===== config.mk =====
export PLATFORM = sky130hd
export DESIGN_NAME = add_result_buffer
export DESIGN_NICKNAME = d
export VERILOG_FILES = /design/src/rtl/add_buf_pkg.sv /design/src/rtl/sync_fifo.sv /design/src/rtl/add_result_buffer.sv
export SDC_FILE = /design/constraint.sdc
export NUM_CORES = 1
export LEC_CHECK = 0
export BUFFER_PORTS_ARGS = -buffer_cell sky130_fd_sc_hd__buf_4
export CORE_AREA = 5 5 119 233
export DETAILED_ROUTE_END_ITERATION = 7
export DIE_AREA = 0 0 124 238
export PLACE_DENSITY_LB_ADDON = 0.3
export SLEW_MARGIN = 15
export SYNTH_ARGS = -nofsm -noshare
export SYNTH_HDL_FRONTEND = slang
export SYNTH_SLANG_ARGS = --single-unit

===== constraint.sdc =====
create_clock -name refclk -period 6.1 [get_ports refclk]
set_clock_uncertainty 0.05 [all_clocks]
set_input_delay 0.61 -clock refclk [delete_from_list [all_inputs] [get_ports refclk]]
set_output_delay 0.61 -clock refclk [all_outputs]
set_load 0.1 [all_outputs]

===== src/rtl/add_buf_pkg.sv =====
// Shared definitions for the adder result buffer.
//   DefWidth   : default adder result width
//   DefDepth   : default FIFO entry count (power of two, >= 2)
//   DefQualCyc : default number of consecutive locked cycles before data is accepted
//   lock_state_e : lock FSM state type
package add_buf_pkg;

  localparam int unsigned DefWidth   = 32;
  localparam int unsigned DefDepth   = 4;
  localparam int unsigned DefQualCyc = 4;

  // StWaitLock: PLL not locked; StQual: counting locked cycles; StRun: accepting data
  typedef enum logic [1:0] {
    StWaitLock = 2'd0,
    StQual     = 2'd1,
    StRun      = 2'd2
  } lock_state_e;

endpackage


===== src/rtl/sync_fifo.sv =====
// Synchronous FIFO holding the buffered adder results.
//   clk_i   : clock, all updates on rising edge
//   rst_i   : synchronous active-high reset, clears pointers and occupancy
//   push_i  : write wdata_i at the tail (ignored when full)
//   pop_i   : drop the head entry (ignored when empty)
//   wdata_i : data to write
//   rdata_o : head entry, read straight from storage flops (no write bypass)
//   count_o : current occupancy, 0..Depth
module sync_fifo #(
  parameter int unsigned Width = 33,
  parameter int unsigned Depth = 4,
  localparam int unsigned CntW = $clog2(Depth) + 1
) (
  input  logic             clk_i,
  input  logic             rst_i,
  input  logic             push_i,
  input  logic             pop_i,
  input  logic [Width-1:0] wdata_i,
  output logic [Width-1:0] rdata_o,
  output logic [CntW-1:0]  count_o
);

  localparam int unsigned PtrW = $clog2(Depth);
  localparam logic [CntW-1:0] DepthCnt = CntW'(Depth);

  logic [Width-1:0] mem_q [Depth];
  logic [Width-1:0] mem_d [Depth];
  logic [PtrW-1:0]  wr_ptr_q, wr_ptr_d;
  logic [PtrW-1:0]  rd_ptr_q, rd_ptr_d;
  logic [CntW-1:0]  count_q, count_d;
  logic             push_ok, pop_ok;

  assign push_ok = push_i && (count_q != DepthCnt);
  assign pop_ok  = pop_i && (count_q != '0);

  always_comb begin
    mem_d    = mem_q;
    wr_ptr_d = wr_ptr_q;
    rd_ptr_d = rd_ptr_q;
    count_d  = count_q;
    if (push_ok) begin
      mem_d[wr_ptr_q] = wdata_i;
      // Depth is a power of two, so the pointer wraps by natural overflow
      wr_ptr_d        = wr_ptr_q + PtrW'(1);
    end
    if (pop_ok) begin
      rd_ptr_d = rd_ptr_q + PtrW'(1);
    end
    unique case ({push_ok, pop_ok})
      2'b10:   count_d = count_q + CntW'(1);
      2'b01:   count_d = count_q - CntW'(1);
      default: count_d = count_q;
    endcase
  end

  always_ff @(posedge clk_i) begin
    if (rst_i) begin
      wr_ptr_q <= '0;
      rd_ptr_q <= '0;
      count_q  <= '0;
    end else begin
      wr_ptr_q <= wr_ptr_d;
      rd_ptr_q <= rd_ptr_d;
      count_q  <= count_d;
    end
  end

  // Storage needs no reset: entries are only visible while count_q says they are valid
  always_ff @(posedge clk_i) begin
    mem_q <= mem_d;
  end

  assign rdata_o = mem_q[rd_ptr_q];
  assign count_o = count_q;

endmodule


===== src/rtl/add_result_buffer.sv =====
// Buffers adder results ({OF, sum}) in a FIFO, accepting them only once the PLL
// lock has been stable for QUAL_CYC consecutive cycles.
//   refclk     : single clock
//   rst        : synchronous active-high reset; all outputs read as zero while high
//   locked     : PLL lock indication
//   in_valid   : sum/OF carry a valid adder result
//   sum, OF    : adder result and overflow flag
//   in_ready   : result accepted this cycle (locked-qualified and not full)
//   out_valid  : out_data holds the FIFO head
//   out_ready  : consumer takes the head this cycle
//   out_data   : {OF, sum} of the head entry
//   count      : FIFO occupancy
//   of_count   : saturating count of accepted entries with OF=1
//   drop_count : saturating count of cycles with in_valid=1 and in_ready=0
module add_result_buffer
  import add_buf_pkg::*;
#(
  parameter int unsigned WIDTH    = DefWidth,
  parameter int unsigned DEPTH    = DefDepth,
  parameter int unsigned QUAL_CYC = DefQualCyc
) (
  input  logic                    refclk,
  input  logic                    rst,
  input  logic                    locked,
  input  logic                    in_valid,
  input  logic [WIDTH-1:0]        sum,
  input  logic                    OF,
  output logic                    in_ready,
  output logic                    out_valid,
  input  logic                    out_ready,
  output logic [WIDTH:0]          out_data,
  output logic [$clog2(DEPTH):0]  count,
  output logic [15:0]             of_count,
  output logic [15:0]             drop_count
);

  localparam int unsigned CntW = $clog2(DEPTH) + 1;
  localparam int unsigned QcW  = (QUAL_CYC < 2) ? 1 : $clog2(QUAL_CYC + 1);
  localparam logic [CntW-1:0] DepthCnt = CntW'(DEPTH);
  // Counter value seen in QUAL on the last required locked cycle
  localparam logic [QcW-1:0]  QualLast = QcW'((QUAL_CYC < 2) ? 1 : QUAL_CYC - 1);
  localparam logic [15:0]     SatMax   = 16'hFFFF;

  lock_state_e     state_q, state_d;
  logic [QcW-1:0]  qual_cnt_q, qual_cnt_d;
  logic [15:0]     of_cnt_q, of_cnt_d;
  logic [15:0]     drop_cnt_q, drop_cnt_d;

  logic            push, pop;
  logic [CntW-1:0] fifo_count;
  logic [WIDTH:0]  fifo_rdata;

  // Lock qualification: the cycle that moves WAIT_LOCK -> QUAL counts as the first
  // locked cycle, so RUN is reached after exactly QUAL_CYC consecutive locked cycles.
  always_comb begin
    state_d    = state_q;
    qual_cnt_d = qual_cnt_q;
    if (!locked) begin
      state_d    = StWaitLock;
      qual_cnt_d = '0;
    end else begin
      unique case (state_q)
        StWaitLock: begin
          if (QUAL_CYC < 2) begin
            state_d = StRun;
          end else begin
            state_d    = StQual;
            qual_cnt_d = QcW'(1);
          end
        end
        StQual: begin
          if (qual_cnt_q >= QualLast) begin
            state_d    = StRun;
            qual_cnt_d = '0;
          end else begin
            qual_cnt_d = qual_cnt_q + QcW'(1);
          end
        end
        StRun: begin
          state_d = StRun;
        end
        default: begin
          state_d    = StWaitLock;
          qual_cnt_d = '0;
        end
      endcase
    end
  end

  // Full blocks acceptance even when a pop happens the same cycle
  always_comb begin
    in_ready  = !rst && (state_q == StRun) && (fifo_count != DepthCnt);
    out_valid = !rst && (fifo_count != '0);
    push      = in_valid && in_ready;
    pop       = out_valid && out_ready;
  end

  always_comb begin
    of_cnt_d   = of_cnt_q;
    drop_cnt_d = drop_cnt_q;
    if (push && OF && (of_cnt_q != SatMax)) begin
      of_cnt_d = of_cnt_q + 16'd1;
    end
    if (in_valid && !in_ready && (drop_cnt_q != SatMax)) begin
      drop_cnt_d = drop_cnt_q + 16'd1;
    end
  end

  always_ff @(posedge refclk) begin
    if (rst) begin
      state_q    <= StWaitLock;
      qual_cnt_q <= '0;
      of_cnt_q   <= '0;
      drop_cnt_q <= '0;
    end else begin
      state_q    <= state_d;
      qual_cnt_q <= qual_cnt_d;
      of_cnt_q   <= of_cnt_d;
      drop_cnt_q <= drop_cnt_d;
    end
  end

  sync_fifo #(
    .Width (WIDTH + 1),
    .Depth (DEPTH)
  ) u_fifo (
    .clk_i   (refclk),
    .rst_i   (rst),
    .push_i  (push),
    .pop_i   (pop),
    .wdata_i ({OF, sum}),
    .rdata_o (fifo_rdata),
    .count_o (fifo_count)
  );

  // Outputs read as zero during reset cycles, before the registers have cleared
  always_comb begin
    out_data   = rst ? '0 : fifo_rdata;
    count      = rst ? '0 : fifo_count;
    of_count   = rst ? '0 : of_cnt_q;
    drop_count = rst ? '0 : drop_cnt_q;
  end

endmodule


== After elaboration in Yosys (flattened, before gate mapping) ==
Cells that the tools add are included.
Word-level totals
  memory bits (writable): 0
  latch bits: 0
  logic and storage cells: 66
  memories: 0
  output and inout bits: 70
  flip-flop bits (word level): 176
  memory bits (read-only): 0
  bits of input ports: 38
Cells by class
  bitwise operators: 3
  $lt $le $gt $ge: 4
  shift operators: 0
  equality and inequality tests: 8
  add/subtract/negate cells: 7
  muxes and demuxes: 15
  $mul: 0
  divide/modulo/power cells: 0
  reductions and logical operators: 18
Operator list (number)
  132-bit bitwise mux: 1
  33-bit 2-to-1 mux: 4
  33-bit binary-select mux with 2-bit select: 1
  33-bit demux with 2-bit select: 1
  16-bit by 1-bit adder with 16-bit output, second input constant: 2
  16-bit 2-to-1 mux: 2
  16-bit inequality test, second input constant: 2
  1-bit logical AND: 12
  3-bit case mux with 3 select lines: 1
  3-bit by 1-bit adder with 3-bit output, second input constant: 2
  3-bit greater-or-equal comparator, second input constant: 2
  3-bit 2-to-1 mux: 2
  2-bit inverter with 3-bit output: 2
  2-bit case mux with 3 select lines: 1
  3-bit case mux with 2 select lines: 1
  2-bit by 1-bit adder with 2-bit output, second input constant: 2
  2-bit by 1-bit == test with 1-bit output, second input constant: 2
  2-bit == test, second input constant: 2
  3-bit by 2-bit greater-or-equal comparator with 1-bit output, second input constant: 1
  3-bit by 1-bit less-than comparator with 1-bit output, second input constant: 1
  3-bit inequality test, second input constant: 1
  3-bit nonzero test: 1
  3-bit by 1-bit subtractor with 3-bit output, second input constant: 1
  1-bit zero test: 2
  other kinds (6): 6

== Depth between registers and ports, before layout ==
  depth after elaboration: 7
  depth in mapped cells: 12
  gate-level depth less buffers: 11

== Hierarchy ==
A second synthesis with hierarchy kept.
Second synthesis, totals
  cell total of the unflattened synthesis: 517
  area, all modules: 7673.6 µm²
By module, submodules not included
  sync_fifo: instances 1, sequential area each 4103.9 µm², area an instance 5250.0 µm², cells each 220
  add_result_buffer: instances 1, sequential area each 740.7 µm², area an instance 2423.6 µm², cells each 297

== Worst setup path after synthesis ==
No wires, ideal clock.
  path kind: input to output
  start: in rst
  end: out out_valid
  stages on the path: 5
  arrival: 2.646 ns
  buffers on the path: 4
  required time: 5.440 ns
  slack: 2.794 ns
  path through: clkbuf_1 -> clkbuf_1 -> buf_2 -> buf_1 -> nor2_1
On the way
  word-level cells in the longest chain between the ends: 2
Ends and longest elaborated chain
  start: declaration: RTL line add_result_buffer.sv:23  | input logic rst,
  1-bit zero test: RTL line add_result_buffer.sv:93  | out_valid = !rst && (fifo_count != '0);
  1-bit logical AND: RTL line add_result_buffer.sv:93
  end: declaration: RTL line add_result_buffer.sv:29  | output logic out_valid,
No other way between the ends.

== Worst setup path after layout ==
  start: reg u_fifo.rd_ptr_q[0]
  end: out out_data[27]
On the way
  word-level cells in the longest chain between the ends: 5
Ends and longest elaborated chain
  start: declaration: RTL line sync_fifo.sv:29  | logic [PtrW-1:0] rd_ptr_q, rd_ptr_d;
  start signal: assignment: RTL line sync_fifo.sv:63  | rd_ptr_q <= rd_ptr_d;
  2-bit inverter with 3-bit output (not written as such): RTL line sync_fifo.sv:73  | assign rdata_o = mem_q[rd_ptr_q];
  33-bit binary-select mux with 2-bit select: RTL line sync_fifo.sv:73
  33-bit 2-to-1 mux (not written as such) (2 in a row): RTL line sync_fifo.sv:73
  33-bit 2-to-1 mux: RTL line add_result_buffer.sv:138  | out_data = rst ? '0 : fifo_rdata;
  end: declaration: RTL line add_result_buffer.sv:31  | output logic [WIDTH:0] out_data,
No other way between the ends. The select of a mux whose other input is x is not followed.

==> impl_metrics.tcl <==
set metrics [dict create \
    cts_max_path_buffers 2 \
    netlist_instances 520 \
    final_common_cell "edfxtp_1" \
    critPathMaxFanout 31 \
    grt_max_degree 93 \
    place_ws_ps 3210 \
    drv_slew 0 \
    worst_slew_pin_slew_ps 961 \
    via_per_inst 4.73 \
    rsz0062_at_grt "false" \
    synthArstFlopShare_pct 0 \
    gp_congestion 0.772 \
    min_path_type "input pin to flip-flop" \
    die_w_um 124 \
    ys.flop_type "edfxtp_1" \
    io_buffers 107 \
    setup_viol 0 \
    initial_core_util_pct 29.6 \
    final_cell_mix "edfxtp_1, buf_4, nor2b_1" \
    ant_nets 0 \
    cts_buffers 17 \
    clock_sink_count 176 \
    synth_nets 571 \
    ios 108 \
    yosysUniqueCellTypes 52 \
    hpwl_um 11900 \
    syn_avg_cell_area_um2 14.6 \
    syn-cell-area_um2 7590 \
    worst_slack_ps 2970 \
    synth_edf_count 132 \
    max-cap-violations 0 \
    finalPower_mw 2.49 \
    fin_setup_tns_ps 0 \
    grt_pass1_wl_um 27400 \
    max-vdd-ir-drop_mv 0.176 \
    clkLatencyLatePin_ps 430 \
    antennaDiodeCount 0 \
    slew_headroom_pct 35.9 \
    rows 83 \
    power_density_nw_per_um2 267 \
    clock.fmax_mhz 320 \
    ctsResizeCount 0 \
    yosys_warnings 0 \
    synth_seq_cells 176 \
    grt_usage_pct 12.3 \
    whs_ps 324 \
    fin_crit_sh_pct 51.3 \
    drtIter0Drc 236 \
    num_vias 4625 \
    cts-hold-fix-buffers 0 \
    die_h_um 238 \
    floorplan.die_area_um2 29500 \
    status "completed" \
    drt_pass1_iterations 7 \
    drt-total-wl_um 17200 \
    wl_per_cell_um 17.6 \
    h-tree-depth 4 \
    fillers 2508 \
    clkTransAtPathRegs_ps 70 \
    grt-ovfl-total 0 \
    min_period_ps 3130 \
    syn2layout_area_growth_pct 23.0 \
    path_class "flip-flop to output pin" \
    cts-root-buf "clkbuf_16" \
    final_layout_size_suffix_gt1_share_pct 33.1 \
    finalHoldViolations 0 \
    p_leak_nw 3.20 \
    fin_nets 676 \
    seq_area_frac_synth_pct 63.8 \
    drcViolationCount 0 \
    cp.required_ps 5440 \
    grt_pass1_vias 5034 \
    antenna_found_initial 0 \
    worst_setup_path_start_kind "flip-flop" \
    design.core.area_um2 25700 \
    end_kind "output pin" \
    cts_tree "done" \
    post-cts-setup-buffer-count 0 \
    arrival_ps 2470 \
]
## area by class of cell
class	count	area, µm²	area share (%)
timing repair buffer	110	826	8.85
clock buffer	17	425	4.56
tap	340	425	4.56
inverter	16	60.1	0.643
clock inverter	15	160	1.72
sequential	176	4850	51.9
multi-input combinational	304	2590	27.8
## per-layer routing
| layer | up-vias | part of all wire [%] | global-route usage (%) |
|---|---|---|---|
| met3 | 23 | 4.5 | 2.96 |
| met1 | 2314 | 36 | 12.7 |
| li1 | 2175 | - | - |
| met5 | - | 0 | 0 |
| met4 | 0 | 2.3 | 4.82 |
| met2 | 113 | 57 | 23.0 |
## power breakdown
group | internal [mW] | switching, mW
Combinational | 0.0386 | 0.101
Clock | 0.551 | 0.512
Sequential | 1.29 | 0.00326
Total | 1.88 | 0.616
## metrics by stage
step | instance area (µm²) | cells | util (%)
after floorplan | 7590 | 520 | -
after global placement | 8750 | 946 | 34.1
after detailed placement | 8750 | 946 | 34.1
after CTS | 9330 | 978 | 36.4
after global routing | 9340 | 978 | 36.4
final | 9340 | 978 | 36.4
## kinds of logic after synthesis
| logic type | share of synthesized area [%] |
|---|---|
| AND/OR/NAND/NOR | 15.0 |
| flip-flops | 63.8 |
| multiplexers | 13.5 |
| buffers and inverters | 2.13 |
| AO/OA/AOI/OAI | 2.80 |
| adder cells (fa/ha/maj) | 2.24 |
| XOR/XNOR | 0.577 |
## synth_stat cells (2+ instances only)
cell / count / area (µm²)
and2_1: 2 / 12.5
buf_2: 8 / 40.0
a311oi_1: 2 / 17.5
clkbuf_1: 13 / 48.8
nand2_1: 14 / 52.6
a21oi_1: 12 / 60.1
edfxtp_1: 132 / 3960
o31ai_1: 2 / 15.0
or3_1: 6 / 37.5
o21ai_0: 7 / 35.0
nor3b_1: 3 / 22.5
inv_1: 16 / 60.1
mux2i_1: 3 / 30.0
or3b_2: 2 / 17.5
and4_1: 3 / 26.3
xor2_1: 2 / 17.5
ha_1: 12 / 150
buf_1: 2 / 7.51
nor3_1: 11 / 55.1
a31oi_1: 3 / 18.8
nor2b_1: 62 / 388
xnor2_1: 3 / 26.3
mux4_2: 33 / 743
nand3_1: 10 / 50.1
nor2_1: 43 / 161
dfxtp_1: 44 / 881
nand4_1: 9 / 56.3
and3_1: 6 / 37.5
mux2_2: 21 / 236
nand2b_1: 2 / 12.5
nor4_1: 11 / 68.8
## worst max-delay path, stage by stage, from the launching register on
cell	delay, ps
dfxtp_2	400
buf_4	540
mux4_2	630
nor2b_1	160
buf_4	270
## state kept, by name, indices dropped and copies added, names as in the netlist
register         count
u_fifo.mem_q       132
drop_cnt_q          16
of_cnt_q            16
qual_cnt_q           3
u_fifo.count_o       3
state_q              2
u_fifo.rd_ptr_q      2
u_fifo.wr_ptr_q      2
## worst paths after layout
path | from | end | slack (ps) | cells past startpoint
hold reg to reg | qual_cnt_q[1]$_SDFFE_PP0P_ | qual_cnt_q[1]$_SDFFE_PP0P_ | 460 | 2
setup reg to reg | state_q[0]$_SDFFE_PP0P_ | u_fifo.count_o[2]$_SDFFE_PP0P_ | 3360 | 11
setup / recovery | u_fifo.rd_ptr_q[0]$_SDFFE_PP0P_ | out_data[27] | 2970 | 4
hold / removal | sum[16] | u_fifo.mem_q[49]$_DFFE_PP_ | 320 | 1
(Power assumes the default switching activity.)
